`config.mk`:
```
export PLATFORM = sky130hd
export DESIGN_NAME = terminal_tx_port
export DESIGN_NICKNAME = d
export VERILOG_FILES = /design/src/rtl/mesh_term_pkg.sv /design/src/rtl/term_tx_fifo.sv /design/src/rtl/terminal_tx_port.sv
export SDC_FILE = /design/constraint.sdc
export NUM_CORES = 1
export LEC_CHECK = 0
export ABC_AREA = 1
export CORE_MARGIN = 2
export CORE_UTILIZATION = 35
export CTS_CLUSTER_DIAMETER = 60
export CTS_CLUSTER_SIZE = 20
export DETAILED_ROUTE_END_ITERATION = 8
export MAX_ROUTING_LAYER = met4
export SYNTH_ARGS = -nofsm -noshare
export SYNTH_HDL_FRONTEND = slang
export SYNTH_SLANG_ARGS = --single-unit
```
`constraint.sdc`:
```
create_clock -name clk -period 2.9 [get_ports clk]
set_input_delay 0.29 -clock clk [delete_from_list [all_inputs] [get_ports clk]]
set_output_delay 0.29 -clock clk [all_outputs]
set_load 0.02 [all_outputs]
```
`src/rtl/mesh_term_pkg.sv`:
```
// rtl/mesh_term_pkg.sv - packet field layout and head FSM states shared by the mesh terminal blocks
package mesh_term_pkg;

  // Field MSB positions are measured down from PAKG_SIZE (field msb = PAKG_SIZE - *_OFS).
  localparam int NJ_W     = 8;
  localparam int ROW_W    = 4;
  localparam int COL_W    = 4;
  localparam int NJ_OFS   = 1;
  localparam int ROW_OFS  = 9;
  localparam int COL_OFS  = 13;
  localparam int MODE_OFS = 17;
  localparam int HDR_W    = 17;

  typedef enum logic {
    ST_EMPTY   = 1'b0,
    ST_PENDING = 1'b1
  } tx_state_e;

endpackage

```
`src/rtl/term_tx_fifo.sv`:
```
// rtl/term_tx_fifo.sv - first-word-fall-through packet store with modulo-DEPTH pointers
module term_tx_fifo #(
  parameter int WIDTH = 32,
  parameter int DEPTH = 16
) (
  input  logic                       clk,
  input  logic                       reset,
  input  logic                       push_i,
  input  logic [WIDTH-1:0]           wdata_i,
  input  logic                       pop_i,
  output logic [WIDTH-1:0]           rdata_o,
  output logic [$clog2(DEPTH+1)-1:0] count_o
);

  localparam int PTR_W = (DEPTH > 1) ? $clog2(DEPTH) : 1;
  localparam int CNT_W = $clog2(DEPTH + 1);

  logic [WIDTH-1:0] mem_q [DEPTH];
  logic [PTR_W-1:0] wr_ptr_q, rd_ptr_q;
  logic [CNT_W-1:0] count_q;
  logic             do_push, do_pop;

  // Guards keep the store consistent even if a caller ignores full/empty.
  assign do_push = push_i && ((count_q != CNT_W'(DEPTH)) || pop_i);
  assign do_pop  = pop_i && (count_q != '0);

  function automatic logic [PTR_W-1:0] ptr_next(input logic [PTR_W-1:0] p);
    return (p == PTR_W'(DEPTH - 1)) ? '0 : p + 1'b1;
  endfunction

  always_ff @(posedge clk) begin
    if (reset) begin
      for (int i = 0; i < DEPTH; i++) mem_q[i] <= '0;
      wr_ptr_q <= '0;
      rd_ptr_q <= '0;
      count_q  <= '0;
    end else begin
      if (do_push) begin
        mem_q[wr_ptr_q] <= wdata_i;
        wr_ptr_q        <= ptr_next(wr_ptr_q);
      end
      if (do_pop) rd_ptr_q <= ptr_next(rd_ptr_q);
      case ({do_push, do_pop})
        2'b10:   count_q <= count_q + 1'b1;
        2'b01:   count_q <= count_q - 1'b1;
        default: count_q <= count_q;
      endcase
    end
  end

  assign rdata_o = mem_q[rd_ptr_q];
  assign count_o = count_q;

endmodule

```
`src/rtl/terminal_tx_port.sv`:
```
// rtl/terminal_tx_port.sv - terminal injection port: packet formatting, head FSM, stall/drop flags
// Optional self-addressed drop is enabled by defining TX_SELF_DROP_EN.
module terminal_tx_port
  import mesh_term_pkg::*;
#(
  parameter int       ROWS        = 4,
  parameter int       COLUMNS     = 4,
  parameter int       PAKG_SIZE   = 32,
  parameter int       FIFO_DEPTH  = 16,
  parameter int       MY_ROW      = 0,
  parameter int       MY_COL      = 0,
  parameter bit [7:0] BDCST       = 8'hFF,
  parameter int       STALL_LIMIT = 1024
) (
  input  logic                            clk,
  input  logic                            reset,
  input  logic                            req_valid,
  output logic                            req_ready,
  input  logic [3:0]                      req_row,
  input  logic [3:0]                      req_col,
  input  logic                            req_mode,
  input  logic                            req_bcast,
  input  logic [PAKG_SIZE-HDR_W-1:0]      req_payload,
  output logic                            pndng,
  output logic [PAKG_SIZE-1:0]            data_out,
  input  logic                            popin,
  output logic [$clog2(FIFO_DEPTH+1)-1:0] count,
  output logic                            stall,
  output logic                            popin_err,
  output logic                            drop
);

  localparam int CNT_W   = $clog2(FIFO_DEPTH + 1);
  localparam int STALL_W = $clog2(STALL_LIMIT + 1);

  logic [PAKG_SIZE-1:0] pkt, head;
  logic                 accept, push, pop;
  tx_state_e            state_q, state_d;
  logic [STALL_W-1:0]   stall_cnt_q, stall_cnt_d;
  logic                 popin_err_q;

  always_comb begin
    pkt = '0;
    pkt[PAKG_SIZE-NJ_OFS -: NJ_W]   = req_bcast ? BDCST : 8'h00;
    pkt[PAKG_SIZE-ROW_OFS -: ROW_W] = req_row;
    pkt[PAKG_SIZE-COL_OFS -: COL_W] = req_col;
    pkt[PAKG_SIZE-MODE_OFS]         = req_mode;
    pkt[PAKG_SIZE-HDR_W-1:0]        = req_payload;
  end

  assign req_ready = (count < CNT_W'(FIFO_DEPTH));
  assign accept    = req_valid && req_ready;
  assign pop       = popin && (state_q == ST_PENDING);

`ifdef TX_SELF_DROP_EN
  logic self_hit, drop_q;
  assign self_hit = !req_bcast && (req_row == 4'(MY_ROW)) && (req_col == 4'(MY_COL));
  assign push     = accept && !self_hit;

  always_ff @(posedge clk) begin
    if (reset) drop_q <= 1'b0;
    else       drop_q <= accept && self_hit;
  end
  assign drop = drop_q;
`else
  assign push = accept;
  assign drop = 1'b0;
`endif

  term_tx_fifo #(.WIDTH(PAKG_SIZE), .DEPTH(FIFO_DEPTH)) u_fifo (
    .clk     (clk),
    .reset   (reset),
    .push_i  (push),
    .wdata_i (pkt),
    .pop_i   (pop),
    .rdata_o (head),
    .count_o (count)
  );

  // Next state tracks the store's next occupancy so pndng rises one cycle after the accept.
  always_comb begin
    state_d     = state_q;
    stall_cnt_d = '0;
    case (state_q)
      ST_EMPTY:   if (push) state_d = ST_PENDING;
      ST_PENDING: if (pop && !push && (count == CNT_W'(1))) state_d = ST_EMPTY;
      default:    state_d = ST_EMPTY;
    endcase
    if ((state_q == ST_PENDING) && !popin)
      stall_cnt_d = (stall_cnt_q < STALL_W'(STALL_LIMIT)) ? stall_cnt_q + 1'b1 : stall_cnt_q;
  end

  always_ff @(posedge clk) begin
    if (reset) begin
      state_q     <= ST_EMPTY;
      stall_cnt_q <= '0;
      popin_err_q <= 1'b0;
    end else begin
      state_q     <= state_d;
      stall_cnt_q <= stall_cnt_d;
      if (popin && (state_q == ST_EMPTY)) popin_err_q <= 1'b1;
    end
  end

  assign pndng     = (state_q == ST_PENDING);
  assign data_out  = pndng ? head : '0;
  assign stall     = (stall_cnt_q >= STALL_W'(STALL_LIMIT));
  assign popin_err = popin_err_q;

endmodule

```
# Word-level counts from Yosys, hierarchy flattened
# Memory sizes are Yosys's and may differ from the RTL's. A register that Yosys moved wholly into a read port is not among the register bits.
# Index checks and enable logic that the tools add are counted.
[totals] mem_bits_rw=512 output_inout_bits=42 reg_bits=26 n_memories=1 inputBits=29
[memory_table] name="u_fifo.mem_q" words=16 width=32 read_ports=1 rd_ports_with_merged_regs=1 write_ports=16 line_no="term_tx_fifo.sv:18" rtl="logic [WIDTH-1:0] mem_q [DEPTH];"
[op_classes] n_reduce_logical=15 add_sub_neg=5 eq_ne=6 n_mux=18 magnitude_cmp=3 bitwise_logic=2
[op_table] cell="$mux W32" n=2
[op_table] cell="$reduce_or A32 Y1" n=1
[op_table] cell="$mux W4" n=5
[op_table] cell="$add A11 B1 Y11 const B" n=1
[op_table] cell="$ge A11 B11 Y1 const B" n=1
[op_table] cell="$lt A11 B11 Y1 const B" n=1
[op_table] cell="$pmux W5 S2" n=1
[op_table] cell="$add A4 B1 Y4 const B" n=2
[op_table] cell="$eq A4 B4 Y1 const B" n=2
[op_table] cell="$logic_and A1 B1 Y1" n=8
[op_table] cell="$mux W1" n=8
[op_table] cell="$mux W8" n=1
[op_table] cell="$add A5 B1 Y5 const B" n=1
[op_table] cell="$eq A5 B1 Y1 const B" n=1
[op_table] cell="$lt A5 B5 Y1 const B" n=1
[op_table] cell="$ne A5 B5 Y1 const B" n=1
[op_table] cell="$reduce_bool A5 Y1" n=1
[op_table] cell="$sub A5 B1 Y5 const B" n=1
[op_table] cell="$eq A2 B1 Y1 const B" n=1
[op_table] cell="$eq A2 B2 Y1 const B" n=1
[op_table] cell="$logic_not A1 Y1" n=2
[op_table] cell="$not A1 Y1" n=2
[op_table] cell="$pmux W1 S2" n=1
[op_table] cell="$reduce_bool A2 Y1" n=1
[op_table] cell="other kinds (2)" n=2

# Longest topological paths before layout
[logic_depth] depth_word=8 mapped_depth=12 depth_no_buf=12

# By module
# A second synthesis with hierarchy kept.
[unflattened] hier_cells=2560 area_unflattened_um2=25400.6
[modules_own_cells] mod="term_tx_fifo" seq_area_each_um2=15715.1 cells_per_inst=2393 n_inst=1 area_per_inst_um2=24449.7
[modules_own_cells] mod="terminal_tx_port" seq_area_each_um2=260.2 cells_per_inst=167 n_inst=1 area_per_inst_um2=950.9

# Worst setup path before layout
# Ideal clock, no wire load.
[synth_path] path_kind="reg2reg" startpoint="register u_fifo.count_q[4] (netlist: u_fifo.count_o[4])" endpoint="memory u_fifo.mem_q[8][0], enable pin" path_slack_ns=0.631 path_buffers=1 period_less_slack_ns=2.269 t_required_ns=2.518 t_arrival_ns=1.887 stages_incl_launch_ff=9 cell_sequence="dfxtp_1 > inv_2 > nand2_4 > nor2_8 > inv_4 > nor2_8 > nand2_4 > buf_6 > nand2_1"
[synth_rtl] element="start: declaration" line_no="term_tx_fifo.sv:20" rtl="logic [CNT_W-1:0] count_q;"
[synth_rtl] element="start signal: assignment" line_no="term_tx_fifo.sv:44" rtl="2'b10: count_q <= count_q + 1'b1;"
[synth_rtl] element="start signal: assignment" line_no="term_tx_fifo.sv:45" rtl="2'b01: count_q <= count_q - 1'b1;"
[synth_rtl] element="start signal: assignment" line_no="term_tx_fifo.sv:46" rtl="default: count_q <= count_q;"
[synth_rtl] element="end: declaration" line_no="term_tx_fifo.sv:18"

==> impl_results.md <==
* Status: finished clean
* Clock tree buffer depth at 3
* Setup Viol. Count Final at 0
* Min Tclk post-route at ~2.9 ns
* CP dominant cell by count: nand3_1
* Worst-Margin Slew at between 0.7 and 0.8 ns
* Post-Synthesis Cells at about 2,300
* First-pass GRT wire length at roughly 92 mm
* PD cells at between 500 and 600 nW/µm²
* Synth top area cells: edfxtp_1 (59%), nand2_1 (12%), nor2_1 (7.5%), nand3_1 (6.3%), inv_1 (4.7%)
* Util after Layout at between 40 and 50%
* Setup ws final at ~0.043 ns
* Std-Cell Rows at 88
* Total GRT Usage at approximately a fifth
* Residual DRC at 0
* Hold Path Class: input pin to register
* Fin. Hold Viols at 0
* Top-area cell type share of the netlist area at around 59%
* Post-synthesis cell type count at 30
* Switching power at around 3.7 mW
* Clock Pin Slew Worst Setup and Hold Paths at about 0.08 ns
* Routed Antenna Nets at 0
* Clock Tree Root: clkbuf_16
* Fraction of registers with async set/reset at 0%
* Worst Path Buf+Inv at 3
* Family with the most delay on the worst path: buffers and inverters
* Skew final at a little over 0.02 ns
* CP Class: register to primary output
* Synth area leader: edfxtp_1
* Cts hold-fix bufs at 0
* Pre-CTS setup slack at around 0.28 ns
* Critical Path, Cell by Cell: inv_12 -> buf_12 -> nand2_1 -> nand3_1 -> nand3_1 -> nand3_1 -> a21oi_1 -> dlygate4sd2_1
* Wirelength per Cell at just under 20 µm
* Grt met2 use at about a third
* Max-Cap Viols at 0
* Placed cells at a little over 3,000
* RSZ-0062 raised after global routing: yes
* Filler cells at between 5,000 and 6,000
* Worst skew pair latency at 0.56 ns
* Crit path largest cell delay at ~0.53 ns
* Finished Layout Cells at 3,097
* Initial Util at between 30% and 40%
* Via count at ~16,000
* H-tree levels at 2
* Part of the Yosys area used for sequential elements at between 60 and 70%
* FF+latch count, synth at 430
* DRT Wirelength at around 60 mm
* Critical Path Sink Type: primary output
* Die area at approximately 60,000 µm²
* Die X at between 200 and 250 µm
* Buffers on Ports at 69
* Ant diodes at 0
* Final Max Tran Viols at 0
* Drt first pass iters at 5
* Ys Warns at 0
* Number of flops mapped to enable cells by yosys at 400
* Worst IR Drop VDD at around 0.4 mV
* CTS Buf Count at 34
* Final nets at roughly 2,300
* Layout cells sized above 1 at under 10%
* Initial antenna violation count at 1
* Iteration-0 DRC Markers at 1,583
* DR vias/cell at approximately 5.0
* TritonCTS clock tree: done
* Slew margin rel. at 47.57%
* Met3 Track Usage GR at approximately 2.9%
* Crit start category: register
* Vias in the first global route at between 15,000 and 20,000
* CP Data Required Time at approximately 2.6 ns
* Largest net degree at the start of global routing at between 50 and 60
* Ports at between 70 and 80
* Post-Syn Area at approximately 20,000 µm²
* F_max at between 300 and 400 MHz
* Power Internal at between 10 and 15 mW
* Comb power frac at about an eighth
* Die Y at between 200 and 250 µm
* Flop pwr share at between 50% and 60%
* Crit path DAT at 2.57 ns
* Tcrit/Tclk final at a little over nine tenths
* CTS Sinks at 430
* Post-CTS setup buffers at 0
* Area of the core at roughly 58,000 µm²
* Total global routing overflow at 0
* Syn Nets at 2,322
* Clock power share at ~37%
* Post-DP HPWL at ~35 mm
* Area Overhead vs Synth at 14.60%
* Met1 usage at between 20% and 30%
* Crit-path max FO at 33
* Ys flop type: edfxtp_1
* Switching share of power at a little over a quarter
* Grt peak-use layer: met2
* Mean Syn Cell Area at between 8 and 9 µm²
* Critical-path top delay cell: dfxtp_4
* Placer Congestion at around 0.85
* Pleak at approximately 10 nW
## synth_stat cells (2+ instances only)
master / count
nor2_2: 18
nor2_8: 2
inv_2: 3
and3_1: 3
ha_1: 12
clkbuf_1: 81
buf_2: 45
buf_1: 10
a21oi_1: 47
o21ai_0: 13
nand2_1: 646
nor3_1: 5
inv_1: 256
nor2_1: 406
buf_4: 8
nand4_1: 2
edfxtp_1: 400
xor2_1: 3
buf_6: 8
nand3_1: 259
nand2_4: 5
dfxtp_1: 30
nand3_2: 12
## worst register-to-register path: cells and delay by family (launching register included)
family	cells	cell delay, ns
flops	1	0.36
buf+inv	2	0.37
fa+ha+maj	2	0.58
simple gates	4	0.23
compound gates	4	0.79
## power by group through the flow
stage,Clock (mW),Sequential [mW],Combinational [mW]
2_1_floorplan,0,7.22,0.999
3_3_place_gp,0,7.22,1.63
3_5_place_dp,0,7.23,1.64
4_1_cts,5.21,7.09,1.66
5_1_grt,5.44,7.11,1.82
6_report,5.16,7.09,1.65
## placed cells by master (no fill, tap or decap), drive strengths merged, types with 2 or more instances in the layout
cell and instances:
a21oi 47, and3 3, buf 72, bufbuf 2
bufinv 4, clkbuf 49, clkdlybuf4s15 2, clkdlybuf4s50 37
clkinv 11, clkinvlp 3, dfxtp 30, dlygate4sd2 19
edfxtp 400, ha 12, inv 265, nand2 651
nand3 271, nand4 2, nor2 426, nor3 5
o21ai 13, xor2 3
## final timing paths
check | slack, ns | startpoint | cells past startpoint | endpoint
hold reg to reg | 0.48 | popin_err | 2 | popin_err
setup / recovery | 0.04 | register | 8 | data_out[11]
hold / removal | 0.46 | popin | 4 | pndng
setup reg to reg | 0.48 | u_fifo.count_o[0] | 12 | u_fifo.count_o[4]
## sequential cells by signal, summed over array words and instances, names as in the netlist, named ones only
name and flops:
popin_err 1, u_fifo.count_o 5, u_fifo.wr_ptr_q 4, stall_cnt_q 11
u_fifo.mem_q 400, u_fifo.rd_ptr_q 4, pndng 1
## kinds of logic (layout without fill, tap and decap cells)
group | after synthesis | count (layout) | synth area share, %
XOR/XNOR | 4 | 4 | 0.1713
flip-flops | 430 | 430 | 61.66
AO/OA/AOI/OAI | 61 | 61 | 1.505
AND/OR/NAND/NOR | 1360 | 1360 | 27.60
buffers and inverters | 413 | 464 | 8.307
adder cells (fa/ha/maj) | 12 | 12 | 0.7341
other | 1 | 1 | 0.01833
## routing by layer
layer | vias to the layer above | routed length, µm
li1 | 7303 | -
met1 | 7580 | 25680
met2 | 603 | 27860
met3 | 94 | 4457
met4 | 0 | 1485
met5 | - | 0
## per-stage QoR
step | power, mW | setup TNS (ns) | area [µm²] | hold WS [ns]
after CTS | 13.96 | 0 | 23470 | 0.4446
final | 13.91 | 0 | 23440 | 0.4579
after global routing | 14.37 | -0.05046 | 23440 | 0.4873
after floorplan | 8.214 | 0 | 20450 | 0.4347
after global placement | 8.850 | 0 | 22210 | 0.4541
after detailed placement | 8.871 | 0 | 22210 | 0.4734
## final cells by class
type | instances | area (µm²) | share of cell area (%)
Sequential cell | 430 | 12620 | 53.85
Clock buffer | 39 | 933.4 | 3.982
Clock inverter | 22 | 267.8 | 1.142
Inverter | 261 | 996.0 | 4.249
Tap cell | 765 | 957.2 | 4.084
Timing Repair Buffer | 142 | 1506 | 6.427
Multi-Input combinational cell | 1438 | 6157 | 26.27
## repair_timing
item                       CTS  global route
setup endpoints to repair   32            16
gates resized for setup     40            24
gates cloned                 2             0
Note: power is estimated with default switching activity, not from simulation.
